## config.mk

```make
export PLATFORM = sky130hd
export DESIGN_NAME = vdp_super_vram_arbiter
export DESIGN_NICKNAME = d
export VERILOG_FILES = /design/src/rtl/vdp_super_arb_pkg.sv /design/src/rtl/vdp_super_rd_tag_fifo.sv /design/src/rtl/vdp_super_vram_arbiter.sv
export SDC_FILE = /design/constraint.sdc
export NUM_CORES = 1
export LEC_CHECK = 0
export ABC_AREA = 0
export CAP_MARGIN = 5
export CORE_ASPECT_RATIO = 1.1
export CORE_UTILIZATION = 46
export DETAILED_ROUTE_END_ITERATION = 8
export PLACE_DENSITY_LB_ADDON = 0.05
export SLEW_MARGIN = 25
export SYNTH_ARGS = -nofsm -noshare
export SYNTH_HDL_FRONTEND = slang
export SYNTH_SLANG_ARGS = --single-unit
```

## constraint.sdc

```tcl
create_clock -name clk -period 3.1 [get_ports clk]
set_input_delay 0.62 -clock clk [delete_from_list [all_inputs] [get_ports clk]]
set_output_delay 0.62 -clock clk [all_outputs]
set_load 0.005 [all_outputs]
```

## src/rtl/vdp_super_arb_pkg.sv

```systemverilog
// Shared types and helpers for the super-res VRAM arbiter: FSM states,
// read-return tags and byte-lane helpers.
package vdp_super_arb_pkg;

    localparam int TAG_DEPTH_DEFAULT = 4;

    typedef enum logic [1:0] {
        IDLE     = 2'd0,
        DISP_REQ = 2'd1,
        CPU_REQ  = 2'd2
    } arb_state_e;

    typedef struct packed {
        logic       is_cpu;
        logic [1:0] byte_sel;
    } rd_tag_t;

    function automatic logic [3:0] byte_onehot(input logic [1:0] sel);
        return 4'(4'b0001 << sel);
    endfunction

    function automatic logic [7:0] select_byte(input logic [31:0] data, input logic [1:0] sel);
        return data[8*sel +: 8];
    endfunction

endpackage

```

## src/rtl/vdp_super_rd_tag_fifo.sv

```systemverilog
// In-order tag FIFO pairing outstanding VRAM reads with their requester.
// Show-ahead head, registered occupancy, push and pop allowed together even when full.
module vdp_super_rd_tag_fifo
    import vdp_super_arb_pkg::*;
#(
    parameter int DEPTH = TAG_DEPTH_DEFAULT
) (
    input  logic    clk,
    input  logic    reset,
    input  logic    push,
    input  rd_tag_t push_tag,
    input  logic    pop,
    output rd_tag_t head_tag,
    output logic    full,
    output logic    empty
);

    localparam int AW = (DEPTH > 1) ? $clog2(DEPTH) : 1;

    rd_tag_t       tag_mem [DEPTH];
    logic [AW-1:0] wr_ptr_reg;
    logic [AW-1:0] rd_ptr_reg;
    logic [AW:0]   count_reg;
    logic          push_ok;
    logic          pop_ok;

    assign full    = (count_reg == (AW+1)'(DEPTH));
    assign empty   = (count_reg == '0);
    assign pop_ok  = pop && !empty;
    // A full FIFO can still take a push when the head leaves in the same cycle.
    assign push_ok = push && (!full || pop_ok);
    assign head_tag = tag_mem[rd_ptr_reg];

    always_ff @(posedge clk) begin
        if (reset) begin
            wr_ptr_reg <= '0;
            rd_ptr_reg <= '0;
            count_reg  <= '0;
        end else begin
            if (push_ok) wr_ptr_reg <= wr_ptr_reg + 1'b1;
            if (pop_ok)  rd_ptr_reg <= rd_ptr_reg + 1'b1;
            case ({push_ok, pop_ok})
                2'b10:   count_reg <= count_reg + 1'b1;
                2'b01:   count_reg <= count_reg - 1'b1;
                default: count_reg <= count_reg;
            endcase
        end
    end

    always_ff @(posedge clk) begin
        if (push_ok) tag_mem[wr_ptr_reg] <= push_tag;
    end

endmodule

```

## src/rtl/vdp_super_vram_arbiter.sv

```systemverilog
// Shares the 32-bit VRAM port between the super-res display fetch and CPU
// byte accesses; read returns are routed back through an in-order tag FIFO.
module vdp_super_vram_arbiter
    import vdp_super_arb_pkg::*;
#(
    parameter int TAG_DEPTH = TAG_DEPTH_DEFAULT
) (
    input  logic        clk,
    input  logic        reset,
    input  logic        vdp_super,
    input  logic        super_res_drawing,
    input  logic [17:0] super_res_vram_addr,
    output logic [31:0] vrm_32,
    input  logic        cpu_req,
    input  logic        cpu_we,
    input  logic [17:0] cpu_addr,
    input  logic [7:0]  cpu_wdata,
    output logic        cpu_ack,
    output logic        cpu_rd_valid,
    output logic [7:0]  cpu_rdata,
    output logic        mem_req,
    output logic        mem_we,
    output logic [15:0] mem_addr,
    output logic [31:0] mem_wdata,
    output logic [3:0]  mem_be,
    input  logic        mem_ack,
    input  logic        mem_rd_valid,
    input  logic [31:0] mem_rdata,
    output logic        rd_underflow
);

    arb_state_e  state_reg, state_next;
    logic        start_disp, start_cpu;

    logic        draw_prev_reg;
    logic        last_valid_reg;
    logic [15:0] last_word_reg;
    logic [1:0]  byte_sel_reg;
    logic        mem_we_reg;
    logic [15:0] mem_addr_reg;
    logic [31:0] mem_wdata_reg;
    logic [3:0]  mem_be_reg;
    logic        cpu_ack_reg;
    logic        cpu_rd_valid_reg;
    logic [7:0]  cpu_rdata_reg;
    logic [31:0] vrm_32_reg;
    logic        rd_underflow_reg;

    logic        draw_act, draw_rise, disp_demand, cpu_eligible;
    logic [15:0] disp_word;
    logic [31:0] wdata_rep;
    logic        hs_done;
    logic        tag_push, tag_full, tag_empty;
    rd_tag_t     push_tag, head_tag;
    logic        unused_addr_lsbs;

    assign draw_act  = vdp_super && super_res_drawing;
    assign draw_rise = draw_act && !draw_prev_reg;
    assign disp_word = super_res_vram_addr[17:2];
    assign unused_addr_lsbs = ^super_res_vram_addr[1:0];

    assign disp_demand = draw_act && (draw_rise || !last_valid_reg || (disp_word != last_word_reg));
    // The ack cycle is masked so a CPU still holding req sees no second access.
    assign cpu_eligible = cpu_req && !draw_act && !cpu_ack_reg && (cpu_we || !tag_full);

    genvar gi;
    generate
        for (gi = 0; gi < 4; gi++) begin : g_wdata_rep
            assign wdata_rep[gi*8 +: 8] = cpu_wdata;
        end
    endgenerate

    always_comb begin
        state_next = state_reg;
        start_disp = 1'b0;
        start_cpu  = 1'b0;
        case (state_reg)
            IDLE: begin
                if (disp_demand && !tag_full) begin
                    start_disp = 1'b1;
                    state_next = DISP_REQ;
                end else if (cpu_eligible) begin
                    start_cpu  = 1'b1;
                    state_next = CPU_REQ;
                end
            end
            DISP_REQ, CPU_REQ: begin
                if (mem_ack) state_next = IDLE;
            end
            default: state_next = IDLE;
        endcase
    end

    always_ff @(posedge clk) begin
        if (reset) state_reg <= IDLE;
        else       state_reg <= state_next;
    end

    assign hs_done  = (state_reg != IDLE) && mem_ack;
    assign tag_push = hs_done && !mem_we_reg;

    always_comb begin
        push_tag.is_cpu   = (state_reg == CPU_REQ);
        push_tag.byte_sel = byte_sel_reg;
    end

    vdp_super_rd_tag_fifo #(.DEPTH(TAG_DEPTH)) u_tag_fifo (
        .clk      (clk),
        .reset    (reset),
        .push     (tag_push),
        .push_tag (push_tag),
        .pop      (mem_rd_valid),
        .head_tag (head_tag),
        .full     (tag_full),
        .empty    (tag_empty)
    );

    always_ff @(posedge clk) begin
        if (reset) begin
            draw_prev_reg    <= 1'b0;
            last_valid_reg   <= 1'b0;
            last_word_reg    <= '0;
            byte_sel_reg     <= '0;
            mem_we_reg       <= 1'b0;
            mem_addr_reg     <= '0;
            mem_wdata_reg    <= '0;
            mem_be_reg       <= '0;
            cpu_ack_reg      <= 1'b0;
            cpu_rd_valid_reg <= 1'b0;
            cpu_rdata_reg    <= '0;
            vrm_32_reg       <= '0;
            rd_underflow_reg <= 1'b0;
        end else begin
            draw_prev_reg <= draw_act;

            // A drawing edge forgets the last word unless this very cycle fetches it.
            if (start_disp) begin
                mem_addr_reg   <= disp_word;
                mem_we_reg     <= 1'b0;
                mem_be_reg     <= 4'hF;
                byte_sel_reg   <= 2'd0;
                last_word_reg  <= disp_word;
                last_valid_reg <= 1'b1;
            end else if (draw_rise) begin
                last_valid_reg <= 1'b0;
            end

            if (start_cpu) begin
                mem_addr_reg <= cpu_addr[17:2];
                mem_we_reg   <= cpu_we;
                byte_sel_reg <= cpu_addr[1:0];
                if (cpu_we) begin
                    mem_be_reg    <= byte_onehot(cpu_addr[1:0]);
                    mem_wdata_reg <= wdata_rep;
                end else begin
                    mem_be_reg    <= 4'hF;
                end
            end

            cpu_ack_reg      <= hs_done && (state_reg == CPU_REQ);
            cpu_rd_valid_reg <= mem_rd_valid && !tag_empty && head_tag.is_cpu;

            if (mem_rd_valid && !tag_empty) begin
                if (head_tag.is_cpu) cpu_rdata_reg <= select_byte(mem_rdata, head_tag.byte_sel);
                else                 vrm_32_reg    <= mem_rdata;
            end

            if (mem_rd_valid && tag_empty) rd_underflow_reg <= 1'b1;
        end
    end

    assign mem_req      = (state_reg != IDLE);
    assign mem_we       = mem_we_reg;
    assign mem_addr     = mem_addr_reg;
    assign mem_wdata    = mem_wdata_reg;
    assign mem_be       = mem_be_reg;
    assign cpu_ack      = cpu_ack_reg;
    assign cpu_rd_valid = cpu_rd_valid_reg;
    assign cpu_rdata    = cpu_rdata_reg;
    assign vrm_32       = vrm_32_reg;
    assign rd_underflow = rd_underflow_reg;

endmodule

```

# Word-level counts from Yosys, hierarchy flattened
# Memories as Yosys holds them, arrays and structs flattened. A register that Yosys moved wholly into a read port is not among the register bits.
# Cells that the tools add are included.
[word_totals] register_bits=125 ramBits=12 out_inout_bits=97 n_memories=1
[op_classes] addsub=4 eq_ne=8 shift=2 muxes=25 bitwise_logic=1 n_reduce_logical=36
[mem_list] memory="u_tag_fifo.tag_mem" words=4 width=3 rd=1 rd_ports_with_merged_regs=1 write_ports=1 line_no="vdp_super_rd_tag_fifo.sv:20" text="rd_tag_t tag_mem [DEPTH];"
[ops] op="two-way mux 16 bit" n=2
[ops] op="variable part select 32 x 6 -> 8 bit" n=1
[ops] op="inequality test 16 bit" n=1
[ops] op="logical AND 1 bit" n=14
[ops] op="two-way mux 2 bit" n=7
[ops] op="two-way mux 4 bit" n=3
[ops] op="two-way mux 1 bit" n=11
[ops] op="AND reduction 2 bit" n=4
[ops] op="nonzero test 2 bit" n=4
[ops] op="logical NOT 1 bit" n=7
[ops] op="one-hot mux 3 bit (2 select lines)" n=1
[ops] op="adder 2 x 1 -> 2 bit, second input constant" n=2
[ops] op="== test 2 x 1 -> 1 bit, second input constant" n=2
[ops] op="== test 2 bit, second input constant" n=2
[ops] op="logical OR 1 bit" n=4
[ops] op="one-hot mux 2 bit (2 select lines)" n=1
[ops] op="left shift 1 x 2 -> 4 bit, first input constant" n=1
[ops] op="adder 3 x 1 -> 3 bit, second input constant" n=1
[ops] op="== test 3 bit, second input constant" n=1
[ops] op="logical NOT 3 bit" n=1
[ops] op="inequality test 3 bit, second input constant" n=1
[ops] op="subtractor 3 x 1 -> 3 bit, second input constant" n=1
[ops] op="logical NOT 2 bit" n=1
[ops] op="inequality test 2 bit, second input constant" n=1
[ops] op="2 further kinds" n=2

# Longest topological paths before layout
[logic_depth] word_depth=10 ltp_mapped=10 ltp_nobuf=10

# Modules after synthesis
# Synthesis repeated with hierarchy kept, for this count alone.
[hier_totals] hier_cells=530 hier_area_um2=4971.0
[by_module_without_submodules] mod="vdp_super_vram_arbiter" instances=1 cells_per_inst=461 area_each_um2=4047.6 seq_area_each_um2=1881.8
[by_module_without_submodules] mod="vdp_super_rd_tag_fifo" instances=1 cells_per_inst=69 area_each_um2=923.4 seq_area_each_um2=540.5

# Worst setup path before layout
# No wires, ideal clock.
[synth_timing] path_type="flip-flop to flip-flop" from="reg u_tag_fifo.count_reg[0]" to="reg u_tag_fifo.count_reg[2]" t_arrival_ps=2110 required_time_ps=3030 setup_slack_ps=920 path_stages_with_launch=11 cell_sequence="dfxtp_1 > or3b_1 > nor2_1 > nor4b_2 > inv_1 > ha_1 > inv_1 > fa_1 > xor2_1 > or3_1 > a21oi_1"
[synth_via] elab_chain_cells=7 word_cells_on_any_way=13 cone_classes="add/sub (2); eq/ne (3); mux (1); reduce/logical (7)"
[synth_lines] element="start, declared" line_no="vdp_super_rd_tag_fifo.sv:23" text="logic [AW:0] count_reg;"
[synth_lines] element="start signal, assigned" line_no="vdp_super_rd_tag_fifo.sv:43" text="2'b10: count_reg <= count_reg + 1'b1;"
[synth_lines] element="start signal, assigned" line_no="vdp_super_rd_tag_fifo.sv:44" text="2'b01: count_reg <= count_reg - 1'b1;"
[synth_lines] element="start signal, assigned" line_no="vdp_super_rd_tag_fifo.sv:45" text="default: count_reg <= count_reg;"
[synth_lines] element="logical NOT 3 bit" line_no="vdp_super_rd_tag_fifo.sv:28" text="assign empty = (count_reg == '0);"
[synth_lines] element="logical NOT 1 bit" line_no="vdp_super_rd_tag_fifo.sv:29" text="assign pop_ok = pop && !empty;"
[synth_lines] element="logical AND 1 bit" line_no="vdp_super_rd_tag_fifo.sv:29"
[synth_lines] element="logical OR 1 bit" line_no="vdp_super_rd_tag_fifo.sv:31" text="assign push_ok = push && (!full || pop_ok);"
[synth_lines] element="logical AND 1 bit" line_no="vdp_super_rd_tag_fifo.sv:31"
[synth_lines] element="== test 2 x 1 -> 1 bit or == test 2 bit (tied branches)" line_no="vdp_super_rd_tag_fifo.sv:42" text="case ({push_ok, pop_ok})"
[synth_lines] element="one-hot mux 3 bit (2 select lines) or nonzero test 2 bit (tied branches)"
# Parallel ways exist; a longest one is shown, timed or not.
# A chain may end at the register's enable or synchronous reset.

# Worst setup path after layout
[layout_timing] from="reg state_reg[0]" to="out mem_req"
[layout_via] elab_chain_cells=1
[layout_lines] element="start, declared" line_no="vdp_super_vram_arbiter.sv:32" text="arb_state_e state_reg, state_next;"
[layout_lines] element="start signal, assigned" line_no="vdp_super_vram_arbiter.sv:96" text="else state_reg <= state_next;"
[layout_lines] element="nonzero test 2 bit" line_no="vdp_super_vram_arbiter.sv:172" text="assign mem_req = (state_reg != IDLE);"
[layout_lines] element="end, declared" line_no="vdp_super_vram_arbiter.sv:21" text="output logic mem_req,"
# No other way between the ends.

==> run_results.csv <==
group,metric,value,unit
power_and_ir_drop,power.leakage,2.691,nW
yosys,synth_top_cells_by_count,"dfxtp_1, nand2_1, a21oi_1, nand3_1, buf_4",
timing,slew_violations,0,
worst_setup_path,cp-startpoint,"state_reg[0]$_SDFFE_PP0P_",
worst_setup_path,worstSetupStartpointType,"flop",
timing,tns,0,ps
floorplan,dieArea,11880,um^2
worst_setup_path,critPathCaptureType,"output port",
power_and_ir_drop,ir_worst_vdd,0.3745,mV
yosys,yosysSeqAreaShare,0.4601,
cts,cts_sinks,115,
yosys,synthCells,574,
floorplan,ios,181,
worst_setup_path,cp_slowest_cell,"clkdlybuf4s50_1",
timing,finClkSkew,6.001,ps
yosys,ys_ff_latch,115,
yosys,syn-cell-area,5265,um^2
worst_setup_path,cp_data_required_time,2480,ps
route,wirelength,14050,um
global_route,grt_max_degree,79,
route,vias_per_cell,5.266,
floorplan,die_y,114.2,um
global_route,track_usage,0.2418,
cts,cts_tree,"yes",
power_and_ir_drop,p_total,4.959,mW
timing,tightest_slew,829.6,ps
finish,layout-drive-gt1-share,0.1052,
worst_hold_path,min_path_cells,2,
cts,htree_levels,4,
run_status,status,"finished clean",
finish,fillCellCount,873,
cts,path_clk_slew,50,ps
worst_setup_path,r2r_start,"u_tag_fifo.count_reg[0]$_SDFFE_PP0P_",
floorplan,rows,40,
worst_hold_path,hold_path_class,"flop to flop",
global_route,overflow,0,
timing,period_needed,2436,ps
cts,cts_buffers,17,
finish,largest_reg_flops,32,
power_and_ir_drop,power.density,654.2,nW/um^2
placement,dp_hpwl,9911,um
timing,fmax,410.5,MHz
worst_setup_path,ff2ff_setup_slack,740,ps
yosys,synth_nets,666,
yosys,yosysTopAreaCellShare,0.3916,
route,drc,0,
finish,n_antenna_cell,0,
worst_setup_path,worstPathCellList,"inv_1 -> ha_1 -> inv_1 -> clkdlybuf4s50_1",
floorplan,core,11010,um^2
worst_setup_path,path_buf_inv,3,
yosys,yosysTopAreaCell,"dfxtp_1",
cts,worstSkewPairLatency,410,ps
yosys,synth_area_leaders,"dfxtp_1, edfxtp_1, nand2_1, a21oi_1, mux4_2",
worst_setup_path,critical_path.max_fanout,5,
finish,nets,811,
yosys,yosysWarnings,0,
worst_setup_path,arrival,1820,ps
cts,post_cts_buffers,0,
worst_setup_path,crit_top_cell,"inv_1",
timing,grt_setup_unrepaired,"false",
worst_setup_path,r2r-end,"u_tag_fifo.count_reg[2]$_SDFFE_PP0P_",
cts,cts_buffer_depth,2,
global_route,antenna_found_initial,0,
route,drt_pre_antenna_iters,4,
global_route,grt_pass1_vias,4504,
worst_setup_path,crit_cells,4,
yosys,synth_most_common_cell,"dfxtp_1",
placement,portBuffers,178,
timing,setup_viol,0,
worst_setup_path,worstRegToRegCells,10,
timing,slew_headroom,0.4469,
timing,period_share,0.7859,
yosys,syn_avg_cell_area,9.173,um^2
worst_setup_path,path_class,"flop to output port",
worst_setup_path,critPathTopFamily,"buffers and inverters",
route,wl_per_cell,15.98,um
placement,routabilityCongestion,0.7814,
route,dr_total_vias,4629,
cts,cts_resized,0,
finish,syn_to_final_growth,43.99,%
cts,ctsHoldBuffers,0,
yosys,synth_edf_count,12,
run,drv_cap,0,
route,drtAntennaViolNets,0,
yosys,synth_cell_types,46,
timing,hold_viol,0,
route,drt_iter0_drc,213,
floorplan,die_w,104.0,um
floorplan,initial_core_util,0.4782,
worst_setup_path,crit_end,"mem_req",
worst_setup_path,slowest_delay,550,ps
yosys,ys.flop_type,"dfxtp_1",
yosys,async_reset_ff_frac,0,
global_route,grt_first_pass_wirelength,22420,um
cts,clock-root-buffer,"clkbuf_16",
[kinds of logic (layout without fill, tap and decap cells)]
| logic type | after synthesis | after routing | share of synthesized area |
|---|---|---|---|
| compound gates | 114 | 114 | 0.1236 |
| xor+xnor | 21 | 21 | 0.03493 |
| fa+ha+maj | 8 | 8 | 0.02044 |
| buf+inv | 76 | 234 | 0.08032 |
| flops | 115 | 115 | 0.4601 |
| mux | 20 | 20 | 0.06416 |
| simple gates | 220 | 220 | 0.2165 |
[power by group]
part	internal, mW	leakage (nW)	switching [mW]
Clock	1.38	0.305	0.693
Combinational	0.581	1.44	0.540
Sequential	1.66	0.949	0.0987
Total	3.63	2.69	1.33
[per-stage QoR]
| stage | setup slack [ps] | hold WS (ps) | area [um^2] | cells | util |
|---|---|---|---|---|---|
| floorplan | 920.0 | 452.7 | 5265 | 574 | - |
| global placement | 388.2 | 442.6 | 6947 | 847 | 0.6309 |
| detailed placement | 364.7 | 446.0 | 6947 | 847 | 0.6309 |
| CTS | 643.8 | 453.6 | 7581 | 879 | 0.6885 |
| global route | 562.4 | 471.2 | 7581 | 879 | 0.6885 |
| finish | 663.7 | 450.6 | 7581 | 879 | 0.6885 |
[layer usage]
metal  GRT usage  share of wire  vias up
li1            -              -     2256
met1      0.2666           0.40     2204
met2      0.4387           0.52      145
met3     0.06545          0.055       24
met4      0.1048          0.021        0
met5           0              0        -
[cells in the final DEF, fill, tap and decap left out, types with 5 or more instances in the layout]
cell and n:
buf_4 14, o211ai_1 19, nand2_1 96, clkbuf_16 17, inv_1 10, xor2_1 17
nand2b_1 5, nor3b_2 13, dfxtp_1 103, mux4_2 11, clkdlybuf4s50_1 177, nand3_1 43
mux2i_1 9, nand3b_1 16, nor2_1 25, a21oi_1 63, o21ai_0 19, edfxtp_1 12
ha_1 7
[worst min-delay path by stage]
stage	from	endpoint
after global placement	vrm_32[15]$_SDFFE_PP0P_	vrm_32[15]$_SDFFE_PP0P_
after floorplan	vrm_32[0]$_SDFFE_PP0P_	vrm_32[0]$_SDFFE_PP0P_
after global routing	vrm_32[7]$_SDFFE_PP0P_	vrm_32[7]$_SDFFE_PP0P_
final	vrm_32[22]$_SDFFE_PP0P_	vrm_32[22]$_SDFFE_PP0P_
after CTS	vrm_32[1]$_SDFFE_PP0P_	vrm_32[1]$_SDFFE_PP0P_
after detailed placement	vrm_32[1]$_SDFFE_PP0P_	vrm_32[1]$_SDFFE_PP0P_
[worst min-delay path, stage by stage, from the launching register on]
cell and delay [ps]:
dfxtp_1 300, nand2_1 50, a21oi_1 50
[area by class of cell]
class	instances	area (um^2)	area share
Clock buffer	19	452.9	0.05975
Timing Repair Buffer	191	1877	0.2476
Inverter	11	41.29	0.005446
Clock inverter	13	181.4	0.02393
Sequential cell	115	2422	0.3195
Multi-Input combinational cell	383	2422	0.3195
Tap cell	147	183.9	0.02426
Note: power is estimated with default switching activity, not from simulation.
